[src/rtl/seg7_scan_ctrl_if.sv]
// Display-side bundle of the 4-digit scan controller: digit data in, decoder nibble,
// anode selects and frame marker out.
interface seg7_scan_ctrl_if;
    logic [15:0] value;
    logic [3:0]  digit_en;
    logic [3:0]  nibble;
    logic [3:0]  an_n;
    logic        frame_start;

    modport master (output value, digit_en, input nibble, an_n, frame_start);
    modport slave  (input value, digit_en, output nibble, an_n, frame_start);
endinterface

[src/rtl/seg7_scan_ctrl.sv]
// Time-multiplexed scan controller for a 4-digit common-anode 7-segment display.
// Optional leading-zero blanking is built when SEG7_LZB_EN is defined.
module seg7_scan_ctrl #(
    parameter int SCAN_DIV = 50000
) (
    input  logic          clk,
    input  logic          reset,
    seg7_scan_ctrl_if.slave bus
);
    localparam int CW = $clog2(SCAN_DIV + 1);
    localparam logic [CW-1:0] TICK = CW'(SCAN_DIV - 1);

    typedef enum logic [1:0] {LOAD, SCAN, GUARD} state_t;

    state_t          state_reg, state_next;
    logic [1:0]      idx_reg, idx_next;
    logic [CW-1:0]   presc_reg, presc_next;
    logic [15:0]     val_sh_reg, val_sh_next;
    logic [3:0]      en_sh_reg, en_sh_next;
    logic [3:0]      an_n_reg, an_n_next;
    logic [3:0]      nibble_reg, nibble_next;
    logic            fs_reg, fs_next;

    logic [3:0]      en_load;
    logic [3:0]      keep;
    logic [3:0]      slot_nib [4];
    logic [3:0]      slot_an  [4];

    // Per-slot decoder nibble and anode pattern taken from the frame's shadow copy.
    generate
        for (genvar gi = 0; gi < 4; gi++) begin : g_slot
            assign slot_nib[gi] = val_sh_reg[4*gi +: 4];
            assign slot_an[gi]  = en_sh_reg[gi] ? ~(4'b0001 << gi) : 4'b1111;
`ifdef SEG7_LZB_EN
            // A digit stays enabled only if it or a more significant digit is nonzero.
            if (gi == 0) begin : g_lsd
                assign keep[gi] = 1'b1;
            end else begin : g_upper
                assign keep[gi] = |bus.value[15:4*gi];
            end
`else
            assign keep[gi] = 1'b1;
`endif
        end
    endgenerate

    assign en_load = bus.digit_en & keep;

    always_comb begin
        state_next  = state_reg;
        idx_next    = idx_reg;
        presc_next  = presc_reg;
        val_sh_next = val_sh_reg;
        en_sh_next  = en_sh_reg;
        an_n_next   = 4'b1111;
        nibble_next = nibble_reg;
        fs_next     = 1'b0;
        case (state_reg)
            LOAD: begin
                val_sh_next = bus.value;
                en_sh_next  = en_load;
                fs_next     = 1'b1;
                nibble_next = bus.value[3:0];
                idx_next    = 2'd0;
                presc_next  = '0;
                state_next  = SCAN;
            end
            SCAN: begin
                an_n_next   = slot_an[idx_reg];
                nibble_next = slot_nib[idx_reg];
                if (presc_reg == TICK) begin
                    presc_next = '0;
                    if (idx_reg == 2'd3) begin
                        state_next = LOAD;
                    end else begin
                        idx_next   = idx_reg + 2'd1;
                        state_next = GUARD;
                    end
                end else begin
                    presc_next = presc_reg + CW'(1);
                end
            end
            GUARD: begin
                // Dark cycle between digits; the next nibble is presented early.
                nibble_next = slot_nib[idx_reg];
                state_next  = SCAN;
            end
            default: state_next = LOAD;
        endcase
    end

    always_ff @(posedge clk) begin
        if (reset) begin
            state_reg  <= LOAD;
            idx_reg    <= 2'd0;
            presc_reg  <= '0;
            val_sh_reg <= '0;
            en_sh_reg  <= '0;
            an_n_reg   <= 4'b1111;
            nibble_reg <= 4'd0;
            fs_reg     <= 1'b0;
        end else begin
            state_reg  <= state_next;
            idx_reg    <= idx_next;
            presc_reg  <= presc_next;
            val_sh_reg <= val_sh_next;
            en_sh_reg  <= en_sh_next;
            an_n_reg   <= an_n_next;
            nibble_reg <= nibble_next;
            fs_reg     <= fs_next;
        end
    end

    assign bus.an_n        = an_n_reg;
    assign bus.nibble      = nibble_reg;
    assign bus.frame_start = fs_reg;
endmodule

[src/flat_wrapper.sv]
// flat-port wrapper written by rule: the top's interface ports become plain ports
module seg7_scan_ctrl_flat 
#(
    parameter int SCAN_DIV = 50000
)
  (clk, reset, bus_value, bus_digit_en, bus_nibble, bus_an_n, bus_frame_start);
  seg7_scan_ctrl_if bus_i ();
  input  logic clk;
  input  logic reset;
  input wire logic [$bits(bus_i.value)-1:0] bus_value;
  input wire logic [$bits(bus_i.digit_en)-1:0] bus_digit_en;
  output wire logic [$bits(bus_i.nibble)-1:0] bus_nibble;
  output wire logic [$bits(bus_i.an_n)-1:0] bus_an_n;
  output wire logic [$bits(bus_i.frame_start)-1:0] bus_frame_start;
  assign bus_i.value = bus_value;
  assign bus_i.digit_en = bus_digit_en;
  assign bus_nibble = bus_i.nibble;
  assign bus_an_n = bus_i.an_n;
  assign bus_frame_start = bus_i.frame_start;
  seg7_scan_ctrl #(.SCAN_DIV(SCAN_DIV)) u_core (.clk(clk), .reset(reset), .bus(bus_i));
endmodule
[config.mk]
export PLATFORM = sky130hd
export DESIGN_NAME = seg7_scan_ctrl_flat
export DESIGN_NICKNAME = d
export VERILOG_FILES = /design/src/rtl/seg7_scan_ctrl_if.sv /design/src/rtl/seg7_scan_ctrl.sv /design/src/flat_wrapper.sv
export SDC_FILE = /design/constraint.sdc
export NUM_CORES = 1
export LEC_CHECK = 0
export CORE_MARGIN = 10
export CORE_UTILIZATION = 65
export CTS_CLUSTER_DIAMETER = 60
export DETAILED_ROUTE_END_ITERATION = 6
export DONT_BUFFER_PORTS = 1
export MAX_ROUTING_LAYER = met4
export PLACE_DENSITY = 0.81
export SLEW_MARGIN = 20
export SYNTH_ARGS = -nofsm -noshare
export SYNTH_HDL_FRONTEND = slang
export SYNTH_SLANG_ARGS = --single-unit
[constraint.sdc]
create_clock -name clk -period 3.1 [get_ports clk]
set_input_delay 0.775 -clock clk [delete_from_list [all_inputs] [get_ports clk]]
set_output_delay 0.775 -clock clk [all_outputs]
set_load 0.005 [all_outputs]
# Word-level counts from Yosys, hierarchy flattened
# Index checks and enable logic that the tools add are counted.
# classes
n_div,0
n_lt_le_gt_ge,1
bitwise_logic,2
addsub,2
n_mul,0
n_eq_ne,6
n_reduce_logical,7
shift,0
mux,20
# ops
operator,count
16-bit one-hot mux with 2 select lines,1
4-bit 2-to-1 mux,5
"16-bit by 1-bit adder with 16-bit output, second input constant",1
4-bit binary-select mux with 2-bit select,2
"16-bit equality test, second input constant",1
16-bit 2-to-1 mux,1
2-bit 2-to-1 mux,5
2-bit one-hot mux with 2 select lines,2
4-bit one-hot mux with 2 select lines,1
2-bit OR reduction,3
"2-bit equality test, second input constant",2
2-bit nonzero test,2
"3-bit greater-or-equal comparator, second input constant",1
3-bit 2-to-1 mux,1
2-bit NOT with 3-bit output,1
3-bit AND reduction,1
"2-bit by 1-bit adder with 2-bit output, second input constant",1
"2-bit by 1-bit equality test with 1-bit output, second input constant",1
2-bit zero test,1
1-bit 2-to-1 mux,2
"2-bit by 1-bit inequality test with 1-bit output, second input constant",1
"2-bit inequality test, second input constant",1
1-bit NOT,1
# word_totals
input_bits,22
latchBits,0
mem_count,0
rom_bits,0
ff_bits,49
out_inout_bits,9
mem_bits_rw,0
word_cells,46

# Longest topological paths before layout
# Gate-level depths: netlist of the first run.
# logic_depth
word_depth,5
mapped_depth,8
ltp_nobuf,6

# Worst setup path before layout of the first run
# No wires, ideal clock.
# synth_path
kind,reg2reg
startpoint,register u_core.presc_reg[4]
endpoint,register u_core.presc_reg[10]
path_stages_with_launch,7
setup_slack_ns,1.168
arrival_ns,1.813
synth_period_minus_slack_ns,1.932
path_cell_list,dfxtp_1 > or4b_1 > nor4_4 > nor2_1 > buf_2 > a32oi_1 > nand2_1
# synth_between
elab_chain_len,3
word_cells_on_any_way,4
classes_between,add/sub (1); eq/ne (1); mux (2)
# synth_rtl
element,line_no,text
"start, declared",seg7_scan_ctrl.sv:17,"logic [CW-1:0] presc_reg, presc_next;"
"start signal, assigned",seg7_scan_ctrl.sv:105,presc_reg <= presc_next;
16-bit by 1-bit adder with 16-bit output or 16-bit equality test (tied branches),"seg7_scan_ctrl.sv:80, seg7_scan_ctrl.sv:71",
16-bit 2-to-1 mux *,seg7_scan_ctrl.sv:71,if (presc_reg == TICK) begin
16-bit one-hot mux with 2 select lines *,seg7_scan_ctrl.sv:58,case (state_reg)
# Mark *: on every way between the ends. The rest lies on a longest branch, timed or not.
# A chain may end at the register's enable or synchronous reset.

# Final worst setup path of the first run
# layout_path
startpoint,register u_core.state_reg[0]
endpoint,register u_core.presc_reg[6]
# layout_between
elab_chain_len,2
word_cells_on_any_way,4
classes_between,eq/ne (1); mux (1); reduce/logical (2)
# layout_rtl
element,line_no,text
"start, declared",seg7_scan_ctrl.sv:15,"state_t state_reg, state_next;"
"start signal, assigned",seg7_scan_ctrl.sv:103,state_reg <= state_next;
2-bit by 1-bit equality test with 1-bit output or 2-bit zero test (tied branches),seg7_scan_ctrl.sv:58,
16-bit one-hot mux with 2 select lines or 2-bit nonzero test (tied branches),n/a,
# Parallel ways exist; a longest one is shown, timed or not.

==> results of run 1 <==
## final cells by class
type | count | area [um2] | area share, %
Clock buffer | 5 | 37.5 | 1.63
Clock inverter | 3 | 47.5 | 2.06
Inverter | 7 | 26.3 | 1.14
Multi-Input combinational cell | 169 | 1150 | 49.8
Sequential cell | 49 | 981 | 42.5
Tap cell | 46 | 57.6 | 2.49
Timing Repair Buffer | 1 | 7.51 | 0.325
## routing by layer
layer	part of all wire [%]	vias up	track usage, %
li1	-	834	-
met1	47	724	17.3
met2	46	38	22.6
met3	5.6	5	4.78
met4	1.1	0	5.20
met5	0	-	-
## power by group
part	switching, mW	internal, mW
clock network	0.215	0.176
registers	0.0199	0.663
logic	0.0799	0.0672
total	0.315	0.906
## logic make-up (layout without fill, tap and decap cells)
kind of cell               count (synthesis)  count (layout)  synth area share (%)
AOI/OAI and AO/OA                         38              38                  10.6
xor gates and xnor gates                   1               1                 0.396
buffers and inverters                     21              16                  3.68
DFF                                       49              49                  44.3
adders and majority gates                  7               7                  3.96
muxes                                     31              31                  16.3
and+or+nand+nor                           92              92                  20.8
## per-stage QoR
step | util, % | hold slack [ns] | cell area [um2] | total power [mW] | instances
3_5_place_dp | 67.1 | 0.392 | 2220 | 0.844 | 272
2_1_floorplan | - | 0.382 | 2210 | 0.821 | 239
3_3_place_gp | 67.1 | 0.393 | 2220 | 0.840 | 272
6_report | 69.7 | 0.425 | 2310 | 1.22 | 280
4_1_cts | 69.7 | 0.427 | 2310 | 1.23 | 280
5_1_grt | 69.7 | 0.424 | 2310 | 1.27 | 280
## cells in the final DEF, fill, tap and decap left out
cell type / count
a211oi_1: 2
a21boi_0: 1
a21o_1: 3
a21oi_1: 17
a22o_1: 3
a22oi_1: 2
a31oi_1: 4
a32oi_1: 1
and3_1: 1
buf_4: 1
bufinv_16: 1
clkbuf_4: 5
dfxtp_1: 49
ha_1: 7
inv_1: 7
inv_6: 2
mux2i_1: 27
mux4_2: 4
nand2_1: 8
nand2b_1: 3
nand3_1: 11
nand3b_1: 2
nand4_1: 4
nand4b_1: 2
nand4bb_1: 1
nor2_1: 46
nor2_2: 1
nor2b_1: 1
nor3_1: 3
nor4_1: 1
nor4_4: 1
o211ai_1: 1
o21ai_0: 3
o22ai_1: 1
or3_1: 5
or4b_1: 1
or4bb_1: 1
xnor2_1: 1
## how the worst max path moves through the flow
| stage | start | end | slack, ns | cells after the start |
|---|---|---|---|---|
| global placement | u_core.presc_reg[7]$_SDFFE_PP0P_ | u_core.presc_reg[13]$_SDFFE_PP0P_ | 0.99 | 5 |
| floorplan | u_core.presc_reg[4]$_SDFFE_PP0P_ | u_core.presc_reg[10]$_SDFFE_PP0P_ | 1.17 | 6 |
| finish | u_core.state_reg[0]$_SDFFE_PP0P_ | u_core.presc_reg[6]$_SDFFE_PP0P_ | 0.86 | 5 |
| detailed placement | u_core.presc_reg[7]$_SDFFE_PP0P_ | u_core.presc_reg[9]$_SDFFE_PP0P_ | 0.94 | 5 |
| CTS | u_core.presc_reg[7]$_SDFFE_PP0P_ | u_core.presc_reg[9]$_SDFFE_PP0P_ | 0.92 | 5 |
| global route | u_core.state_reg[1]$_SDFFE_PP0P_ | u_core.presc_reg[6]$_SDFFE_PP0P_ | 0.61 | 6 |
==> reports/results.txt, run 1 <==
Total CTS buffers = 5
Post-synth top area share = 44.3%
Port Buf Inserts = 0
Row Count = 21
H-tree levels = 2
Post-route DRC = 0
Critical Path RT = 3.41 ns
Drt initial violations = 203
Ys Warns = 0
EDFF count, synth = 0
Endpoint, Worst Hold = u_core.bus.an_n[0]$_SDFF_PP1_
Clk sink count = 49
FMAX = 0.447 GHz
First-pass DRT Iterations = 4
Async set-reset flop share out of synthesis = 0%
Fillers = 271
Worst rel slew slack = 39.2%
Grt total ovfl = 0
Final setup viols = 0
Share of layout cells above drive strength 1 = 6.41%
Synth top area cells = dfxtp_1 (44%), mux2i_1 (12%), nor2_1 (7.8%)
Leak = 0.957 nW
RSZ-0062 raised after global routing = no
Nets = 262
Skew-Pair Late Insertion Delay = 0.37 ns
Primary FF master, synth = dfxtp_1
Gr usage total = 14.6%
Reg2Reg Setup Slack = 0.86 ns
Vias in the first global route = 1599
Cts repair resizes = 0
Pin count of the biggest net entering global routing = 40
R2r startpoint = u_core.state_reg[0]$_SDFFE_PP0P_
Hold Violations, Final = 0
Area delta synth->final = 4.30%
Fin crit share = 72.2%
Count leader, synth = dfxtp_1
Avg WL per Cell = 14.8 um
Final ANT Viol Nets = 0
Worst-path fanout max = 15
Pwr/cell area = 529 nW/um2
Synth Register Bits = 49
CTS Hold Bufs = 0
Root Buffer = clkbuf_4
Mapped Cells = 239
Post-Syn Area = 2210 um2
Worst EP arrival = 2.55 ns
Syn Area/Cell = 9.26 um2
Reg clk slew, reported paths = 0.15 ns
Worst Skew = 0.00853 ns
Avg Vias per Cell = 5.72
Initial antenna violation count = 0
Final RePlAce weighted congestion = 0.927
Die Wd = 78.3 um
Die H = 78.3 um
Total Neg Setup Slack = 0 ns
Final Routed Wirelength = 4140 um
CP Cell Sequence = ha_1 -> nand2b_1 -> nor2_1 -> o21ai_0 -> a31oi_1
Tmin final = 2.24 ns
Unique masters post-synth = 37
HP Start = u_core.en_sh_reg[0]$_SDFFE_PP0P_
Post-CTS Setup Bufs = 0
Hold path cells = 1
Place WS = 0.941 ns
Syn_nets = 268
Worst Hold Class = flip-flop to flip-flop
Worst setup EP type = flip-flop
CTS tree = done
Status = completed
Reg2reg path depth = 5
Core Area = 3310 um2
First-pass GRT wire length = 7180 um
CP max stage delay = 0.73 ns
Max-slew violations = 0
Die ar. = 6140 um2
DPL Wire Length = 3000 um
Post-synthesis sequential area ratio = 44.3%
Top cell type by total area after synthesis = dfxtp_1
Antenna cells = 0
Top-level port count = 31
Post-synth top cells = dfxtp_1 (49), nor2_1 (46), mux2i_1 (27)
Crit start category = flip-flop
Initial core utilization = 66.8%
MaxCap Viol Count = 0
Worst path bufs/invs = 0
Clk buf depth = 2
Kind of critical path = flip-flop to flip-flop
Critical-path top delay cell = nor2_1
Detailed-route via count = 1601
Top Family by Delay on Critical Path = simple AND/OR/NAND/NOR gates
Worst Slack Setup Final = 0.861 ns
Critical R2R Capture = u_core.presc_reg[6]$_SDFFE_PP0P_
Worst vdd ir = 0.411 mV
Slew @ Worst Pin = 0.909 ns
No activity file was read; power rests on OpenSTA's default activity.
==> run 2: changes to the inputs <==
--- a/config.mk
+++ b/config.mk
@@ -6,12 +6,12 @@
 export NUM_CORES = 1
 export LEC_CHECK = 0
 export CORE_MARGIN = 10
-export CORE_UTILIZATION = 65
+export CORE_UTILIZATION = 62
 export CTS_CLUSTER_DIAMETER = 60
 export DETAILED_ROUTE_END_ITERATION = 6
 export DONT_BUFFER_PORTS = 1
 export MAX_ROUTING_LAYER = met4
-export PLACE_DENSITY = 0.81
+export PLACE_DENSITY = 0.78
 export SLEW_MARGIN = 20
 export SYNTH_ARGS = -nofsm -noshare
 export SYNTH_HDL_FRONTEND = slang
==> constraint.sdc (replaced) <==
create_clock -name clk -period 2.2 [get_ports clk]
set_input_delay 0.55 -clock clk [delete_from_list [all_inputs] [get_ports clk]]
set_output_delay 0.55 -clock clk [all_outputs]
set_load 0.005 [all_outputs]
==> reports/results.txt, run 2 (synthesized netlist as in run 1, its figures left out) <==
Status = completed
Clk buf depth = 2
Die Wd = 79.7 um
Worst rel slew slack = 67.5%
Max-slew violations = 0
Final setup viols = 0
Critical R2R Capture = u_core.state_reg[0]$_SDFFE_PP0P_
Worst vdd ir = 0.572 mV
Critical Path RT = 2.50 ns
Commonest non-fill, non-tap cell in the layout = dfxtp_1
Detailed-route via count = 1685
Total Neg Setup Slack = 0 ns
Root Buffer = clkbuf_4
First-pass DRT Iterations = 4
Avg WL per Cell = 15.8 um
Leak = 0.964 nW
RSZ-0062 raised after global routing = no
Slew @ Worst Pin = 0.486 ns
FMAX = 0.482 GHz
Die H = 79.7 um
Cts repair resizes = 0
Gr usage total = 14.7%
Worst Hold Class = input port to flip-flop
Endpoint, Worst Hold = u_core.presc_reg[2]$_SDFFE_PP0P_
Port Buf Inserts = 0
Clk sink count = 49
Post-CTS Setup Bufs = 0
Crit start category = flip-flop
Worst-path fanout max = 7
Share of layout cells above drive strength 1 = 7.53%
Reg2Reg Setup Slack = 0.12 ns
Hold Violations, Final = 0
DPL Wire Length = 3330 um
Top-level port count = 31
Total CTS buffers = 5
H-tree levels = 2
Reg2reg path depth = 6
Vias in the first global route = 1616
Initial core utilization = 65.3%
Initial antenna violation count = 0
Reg clk slew, reported paths = 0.14 ns
R2r startpoint = u_core.presc_reg[4]$_SDFFE_PP0P_
Core Area = 3390 um2
Drt initial violations = 139
First-pass GRT wire length = 7410 um
Row Count = 21
CTS Hold Bufs = 0
Core Util, Final = 68.2%
Worst Skew = 0.00838 ns
Final Routed Wirelength = 4500 um
Grt total ovfl = 0
Antenna cells = 0
Avg Vias per Cell = 5.91
Most frequent cells in the layout = dfxtp_1 (49), nor2_1 (46), mux2i_1 (27)
Skew-Pair Late Insertion Delay = 0.36 ns
Hold path cells = 1
Area delta synth->final = 4.52%
Tmin final = 2.08 ns
Final ANT Viol Nets = 0
Worst setup EP type = flip-flop
CTS tree = done
Fin crit share = 94.4%
Post-route DRC = 0
Pwr/cell area = 684 nW/um2
Final RePlAce weighted congestion = 0.850
MaxCap Viol Count = 0
HP Start = reset
Pin count of the biggest net entering global routing = 40
Kind of critical path = flip-flop to flip-flop
Die ar. = 6360 um2
Worst EP arrival = 2.38 ns
Nets = 267
run 2: cell count changes in the layout (fill, tap and decap cells not counted), sizes merged:
cell / previous run / this run
clkbuf: 5 / 7
buf: 1 / 6
inv: 9 / 7
bufinv: 1 / 0
clkinvlp: 0 / 1
run 2: metrics by stage:
stage               worst slack, ns  cell area [um2]  cells  power (mW)  hold WS, ns
finish                        0.124             2310    285        1.58        0.240
global route                 0.0363             2310    285        1.65        0.219
CTS                           0.121             2310    285        1.59        0.234
detailed placement            0.149             2260    277        1.20        0.401
global placement              0.228             2260    277        1.19        0.391
floorplan                     0.268             2210    239        1.16        0.382
run 2: area by class of cell:
type,instances,area [um2]
inverter,7,26.3
tap,46,57.6
timing repair buffer,6,45.0
clock buffer,7,45.0
sequential,49,981
fill,278,1080
clock inverter,1,7.51
multi-input combinational,169,1150
run 2: worst max-delay path by stage:
stage	cells after the start	from	end	slack (ns)
after floorplan	6	u_core.presc_reg[4]$_SDFFE_PP0P_	u_core.presc_reg[10]$_SDFFE_PP0P_	0.27
after global placement	6	u_core.presc_reg[4]$_SDFFE_PP0P_	u_core.state_reg[0]$_SDFFE_PP0P_	0.23
after detailed placement	6	u_core.presc_reg[7]$_SDFFE_PP0P_	u_core.state_reg[0]$_SDFFE_PP0P_	0.15
after CTS	6	u_core.presc_reg[4]$_SDFFE_PP0P_	u_core.state_reg[0]$_SDFFE_PP0P_	0.12
after global routing	6	u_core.presc_reg[7]$_SDFFE_PP0P_	u_core.state_reg[0]$_SDFFE_PP0P_	0.04
final	6	u_core.presc_reg[4]$_SDFFE_PP0P_	u_core.state_reg[0]$_SDFFE_PP0P_	0.12
run 2: critical path, cell delays in order (launching register included):
cell     delay [ns]
dfxtp_1        0.38
or4b_1         0.58
nor4_4         0.30
buf_4          0.18
nor2_2         0.07
or3_1          0.37
a21oi_1        0.14
run 2: routing by layer:
layer | track usage (%) | share of wire (%) | vias to the layer above
met3 | 4.39 | 6.1 | 8
met4 | 4.58 | 1.2 | 0
met1 | 16.4 | 43 | 787
met5 | - | 0 | -
met2 | 24.7 | 50 | 46
li1 | - | - | 844
run 2: power breakdown:
| group | leakage (nW) | total, mW | switching, mW | internal, mW |
|---|---|---|---|---|
| Sequential | 0.402 | 0.963 | 0.0292 | 0.934 |
| Combinational | 0.536 | 0.217 | 0.117 | 0.0995 |
| Clock | 0.0255 | 0.402 | 0.276 | 0.127 |
| Total | 0.964 | 1.58 | 0.422 | 1.16 |
